File: src/rtl/fwd_hazard_unit.sv
// Forwarding and hazard unit: EX operand bypass selects, load-use detection and a
// busy tracker for one multi-cycle MUL/DIV unit, driving the pipeline stall controls.
module fwd_hazard_unit #(
  parameter int unsigned ADDR_W = 5,
  parameter int unsigned NSRC   = 2,
  parameter int unsigned MD_LAT = 4
) (
  input  logic                   clk,
  input  logic                   reset,
  input  logic [NSRC*ADDR_W-1:0] IF_ID_Src,
  input  logic                   IF_ID_IsMD,
  input  logic [NSRC*ADDR_W-1:0] ID_EX_Src,
  input  logic [ADDR_W-1:0]      ID_EX_Rd,
  input  logic                   ID_EX_MemRead,
  input  logic [ADDR_W-1:0]      EX_MEM_Rd,
  input  logic                   EX_MEM_RegWrite,
  input  logic [ADDR_W-1:0]      MEM_WB_Rd,
  input  logic                   MEM_WB_RegWrite,
  input  logic                   md_start,
  input  logic [ADDR_W-1:0]      md_rd,
  output logic [NSRC*2-1:0]      Forward,
  output logic                   stall,
  output logic                   PC_Write,
  output logic                   IF_ID_Write,
  output logic                   ID_EX_Flush,
  output logic                   md_busy,
  output logic                   md_wb
);

  localparam int unsigned CntW = $clog2(MD_LAT + 1);

  typedef enum logic [1:0] {StIdle, StBusy, StDone} md_state_e;

  md_state_e         state_q, state_d;
  logic [CntW-1:0]   cnt_q, cnt_d;
  logic [ADDR_W-1:0] rd_q, rd_d;

  logic luh, mdh, md_rd_hit;

  // EX/MEM has priority over MEM/WB since it holds the younger result.
  always_comb begin
    Forward = '0;
    for (int k = 0; k < NSRC; k++) begin
      if (EX_MEM_RegWrite && (EX_MEM_Rd != '0) &&
          (EX_MEM_Rd == ID_EX_Src[k*ADDR_W +: ADDR_W])) begin
        Forward[2*k +: 2] = 2'b10;
      end else if (MEM_WB_RegWrite && (MEM_WB_Rd != '0) &&
                   (MEM_WB_Rd == ID_EX_Src[k*ADDR_W +: ADDR_W])) begin
        Forward[2*k +: 2] = 2'b01;
      end
    end
  end

  always_comb begin
    luh       = 1'b0;
    md_rd_hit = 1'b0;
    for (int k = 0; k < NSRC; k++) begin
      if (ID_EX_MemRead && (ID_EX_Rd != '0) && (ID_EX_Rd == IF_ID_Src[k*ADDR_W +: ADDR_W])) begin
        luh = 1'b1;
      end
      if ((rd_q != '0) && (rd_q == IF_ID_Src[k*ADDR_W +: ADDR_W])) begin
        md_rd_hit = 1'b1;
      end
    end
  end

  always_comb begin
    state_d = state_q;
    cnt_d   = cnt_q;
    rd_d    = rd_q;
    unique case (state_q)
      StIdle, StDone: begin
        // DONE accepts a new issue directly so back-to-back MUL/DIVs skip IDLE.
        if (md_start) begin
          state_d = StBusy;
          cnt_d   = CntW'(MD_LAT - 1);
          rd_d    = md_rd;
        end else begin
          state_d = StIdle;
        end
      end
      StBusy: begin
        cnt_d = cnt_q - CntW'(1);
        if (cnt_q == CntW'(1)) begin
          state_d = StDone;
        end
      end
      default: state_d = StIdle;
    endcase
  end

  always_ff @(posedge clk) begin
    if (reset) begin
      state_q <= StIdle;
      cnt_q   <= '0;
      rd_q    <= '0;
    end else begin
      state_q <= state_d;
      cnt_q   <= cnt_d;
      rd_q    <= rd_d;
    end
  end

  always_comb begin
    mdh         = (((state_q == StBusy) || (state_q == StDone)) && md_rd_hit) ||
                  ((state_q == StBusy) && IF_ID_IsMD);
    stall       = ~reset & (luh | mdh);
    PC_Write    = ~stall;
    IF_ID_Write = ~stall;
    ID_EX_Flush = stall;
    md_busy     = ~reset & (state_q == StBusy);
    md_wb       = ~reset & (state_q == StDone);
  end

endmodule

File: config.mk
export PLATFORM = sky130hd
export DESIGN_NAME = fwd_hazard_unit
export DESIGN_NICKNAME = d
export VERILOG_FILES = /design/src/rtl/fwd_hazard_unit.sv
export SDC_FILE = /design/constraint.sdc
export NUM_CORES = 1
export LEC_CHECK = 0
export BUFFER_PORTS_ARGS = -buffer_cell sky130_fd_sc_hd__buf_2
export CAP_MARGIN = 25
export CORE_AREA = 2 2 50 52
export DETAILED_ROUTE_END_ITERATION = 8
export DIE_AREA = 0 0 52 54
export PLACE_DENSITY_LB_ADDON = 0.15
export SYNTH_ARGS = -nofsm -noshare
export SYNTH_HDL_FRONTEND = slang
export SYNTH_SLANG_ARGS = --single-unit
File: constraint.sdc
create_clock -name clk -period 4.45 [get_ports clk]
set_input_delay 1.335 -clock clk [delete_from_list [all_inputs] [get_ports clk]]
set_output_delay 1.335 -clock clk [all_outputs]
set_load 0.05 [all_outputs]
==> reports/qor.txt <==
maximum number of pins on one net before global-route repair = 14
maximum buffer depth of the clock tree = 2
placed wire-length estimate after detailed placement = 2150 µm
clock latency on the worst-skew pair = 270 ps
non-filler instance count after layout = 211
CTS tree = done
kind of end point of the critical path = output pin
Layout Utilization = 60.8%
max-capacitance violation count = 0
Design Power = 0.306 mW
Finish-stage setup viols = 0
total negative slack for setup checks = 0 ps
normalized max-slew margin = 70.0%
pins over their slew limit = 0
DR vias/cell = 4.96
CTS buffer count = 3
Crit Reg-Reg Startpoint = state_q[0]$_SDFFE_PP0P_
setup repair after global routing missed its margin = no
critical path's top delay family = simple AND/OR/NAND/NOR gates
synthesized netlist net count = 177
number of remaining DRC errors = 0
Total GRT Usage = 17.7%
slack of the worst reg-to-reg path = 2900 ps
launch point of the worst path = EX_MEM_Rd[3]
CP startpoint kind = primary input
clock sinks = 10
total number of vias = 1047
drt first-iter violations = 4
IO Port Bufs = 56
Pleak = 0.645 nW
number of buffer and inverter stages on the critical path = 2
average detailed-routed wire length per instance = 11.7 µm
count of different cell masters after synthesis = 28
Worst Setup Path Type = in -> out
initial cell density of the core = 45.0%
number of gates resized after cts = 0
period utilization = 93.5%
setup ws final = 290 ps
root buffer selected by CTS = sky130_fd_sc_hd__clkbuf_4
kind of path behind the tightest hold check = reg -> reg
final net count = 235
placement row count = 18
die outline width = 52 µm
clock transition at the registers of the reported paths = 60 ps
Peak VDD IR = 0.000165 V
number of logic stages on the critical path including buffering = 6
Worst-Margin Slew = 450 ps
count of inserted antenna diode cells = 0
result of the run = finished clean
number of synthesized register bits = 10
die area = 2810 µm²
Post-CTS Hold Buffers = 0
length of the first detailed-routing pass in iterations = 2
capturing point of the worst reg2reg path = cnt_q[0]$_SDFFE_PP0P_
final-report hold violation count = 0
layout overhead on the synthesized area = 35.0%
Critical Path Slowest Stage Cell = sky130_fd_sc_hd__or4_1
I/O pin cnt = 57
end point of the critical path = Forward[2]
Placer Congestion = 0.755
remaining global-route overflow = 0
cell count after placement = 207
Critical Path Most Common Cell = sky130_fd_sc_hd__buf_2
number of cell instances on the worst register-to-register path = 6
skew final = 3.59 ps
initial antenna violation count = 0
required time of the critical path = 3120 ps
number of synthesis warnings = 0
Die Span Y = 54 µm
Max Clk Rate = 240 MHz
core region area = 2320 µm²
Cell Area, Synth = 1040 µm²
stage delay of the slowest cell on the critical path = 540 ps
global-route wire length before repair = 3710 µm
Pwr per Cell Area = 217 nW/µm²
crit path max fanout = 3
signal arrival time at the worst endpoint = 2820 ps
pre-CTS setup slack = 271 ps
via count of the first global-routing pass = 951
Antenna Violating Nets Remaining = 0
average cell area after synthesis = 8.43 µm²
number of H-tree levels = 1
Routed WL = 2460 µm
post-synthesis sequential area ratio = 19.2%
Gate Count Post-Synth = 124
worst-path cell chain = buf_2, or4_1, o21ai_2, nor4_2, nor4_4, buf_2
clock period minus final worst setup slack = 4160 ps
number of buffers inserted by post-CTS setup repair = 0
fraction of final layout cells sized beyond drive strength 1 = 36.5%
Yosys cell counts:
library cell	n	area (µm²)
sky130_fd_sc_hd__a311oi_1	2	17.5
sky130_fd_sc_hd__nand2_1	4	15.0
sky130_fd_sc_hd__clkbuf_1	1	3.75
sky130_fd_sc_hd__o21ai_2	2	17.5
sky130_fd_sc_hd__nor4_2	2	25.0
sky130_fd_sc_hd__a21boi_0	1	7.51
sky130_fd_sc_hd__and3_1	1	6.26
sky130_fd_sc_hd__nand3_1	7	35.0
sky130_fd_sc_hd__mux2i_1	6	60.1
sky130_fd_sc_hd__nor2b_1	2	12.5
sky130_fd_sc_hd__inv_1	4	15.0
sky130_fd_sc_hd__buf_4	2	15.0
sky130_fd_sc_hd__o21ai_0	2	10.0
sky130_fd_sc_hd__nor2_1	12	45.0
sky130_fd_sc_hd__a32oi_1	1	8.76
sky130_fd_sc_hd__nand2b_1	1	6.26
sky130_fd_sc_hd__nor3b_1	2	15.0
sky130_fd_sc_hd__dfxtp_1	10	200
sky130_fd_sc_hd__o21bai_1	1	7.51
sky130_fd_sc_hd__xnor2_1	18	158
sky130_fd_sc_hd__nor4_1	2	12.5
sky130_fd_sc_hd__or4_1	6	45.0
sky130_fd_sc_hd__o21ai_1	1	5.00
sky130_fd_sc_hd__xor2_1	22	193
sky130_fd_sc_hd__ha_1	6	75.1
sky130_fd_sc_hd__nor3_1	4	20.0
sky130_fd_sc_hd__a31oi_1	1	6.26
sky130_fd_sc_hd__a211oi_1	1	7.51
metal layers:
| metal | track usage, % | up-vias | wire length, µm |
|---|---|---|---|
| met5 | 0 | - | 0 |
| met4 | 3.95 | 0 | 14 |
| met3 | 4.72 | 2 | 158 |
| met2 | 36.9 | 34 | 1320 |
| met1 | 17.0 | 469 | 967 |
| li1 | - | 542 | - |
worst min-delay path by stage:
stage | startpoint | end | slack [ps] | cells past startpoint
final | cnt_q[1]$_SDFFE_PP0P_ | cnt_q[1]$_SDFFE_PP0P_ | 500 | 2
after floorplan | cnt_q[1]$_SDFFE_PP0P_ | cnt_q[1]$_SDFFE_PP0P_ | 480 | 2
after global placement | cnt_q[1]$_SDFFE_PP0P_ | cnt_q[1]$_SDFFE_PP0P_ | 490 | 2
after CTS | cnt_q[1]$_SDFFE_PP0P_ | cnt_q[1]$_SDFFE_PP0P_ | 510 | 2
after detailed placement | cnt_q[1]$_SDFFE_PP0P_ | cnt_q[1]$_SDFFE_PP0P_ | 500 | 2
after global routing | cnt_q[1]$_SDFFE_PP0P_ | cnt_q[1]$_SDFFE_PP0P_ | 530 | 2
cells by family (layout without fill, tap and decap cells):
kind of cell | Yosys count | after routing | share of synthesized area (%)
mux | 6 | 6 | 5.75
simple gates | 43 | 43 | 22.8
compound gates | 12 | 12 | 8.38
flops | 10 | 10 | 19.2
buf+inv | 7 | 64 | 3.23
xor+xnor | 40 | 40 | 33.5
fa+ha+maj | 6 | 6 | 7.19
sequential cells by signal (all words and copies together), names as in the netlist:
name and cells:
rd_q 5, cnt_q 3, state_q 2
worst min-delay path: cells and delay by family (launching register included):
| kind | cells | cell delay, ps |
|---|---|---|
| compound gates | 1 | 50 |
| flops | 1 | 310 |
| simple gates | 1 | 90 |
report_power, final:
part           internal [mW]  switching [mW]  total, mW  leakage (nW)
registers             0.0963         0.00732      0.104        0.0824
logic                 0.0553          0.0654      0.121         0.542
clock network         0.0497          0.0323     0.0820        0.0210
cell usage in the layout, fill, tap and decap left out, types with 6 or more instances in the layout:
| cell | count |
|---|---|
| sky130_fd_sc_hd__buf_2 | 56 |
| sky130_fd_sc_hd__xor2_1 | 22 |
| sky130_fd_sc_hd__or4_1 | 6 |
| sky130_fd_sc_hd__mux2i_1 | 6 |
| sky130_fd_sc_hd__ha_1 | 6 |
| sky130_fd_sc_hd__nand3_1 | 7 |
| sky130_fd_sc_hd__xnor2_1 | 18 |
| sky130_fd_sc_hd__dfxtp_1 | 10 |
| sky130_fd_sc_hd__nor2_1 | 12 |
area by class of cell:
| cell class | instances | area, µm² |
|---|---|---|
| clock buffer | 4 | 36.3 |
| fill | 200 | 910 |
| inverter | 4 | 15.0 |
| multi-input combinational | 107 | 841 |
| sequential | 10 | 200 |
| tap | 30 | 37.5 |
| timing repair buffer | 56 | 280 |
stage by stage:
stage          hold slack [ps]  cell area (µm²)
2_1_floorplan              476             1070
5_1_grt                    530             1410
3_3_place_gp               486             1370
4_1_cts                    507             1410
6_report                   500             1410
3_5_place_dp               498             1370
Note: power is estimated with default switching activity, not from simulation.
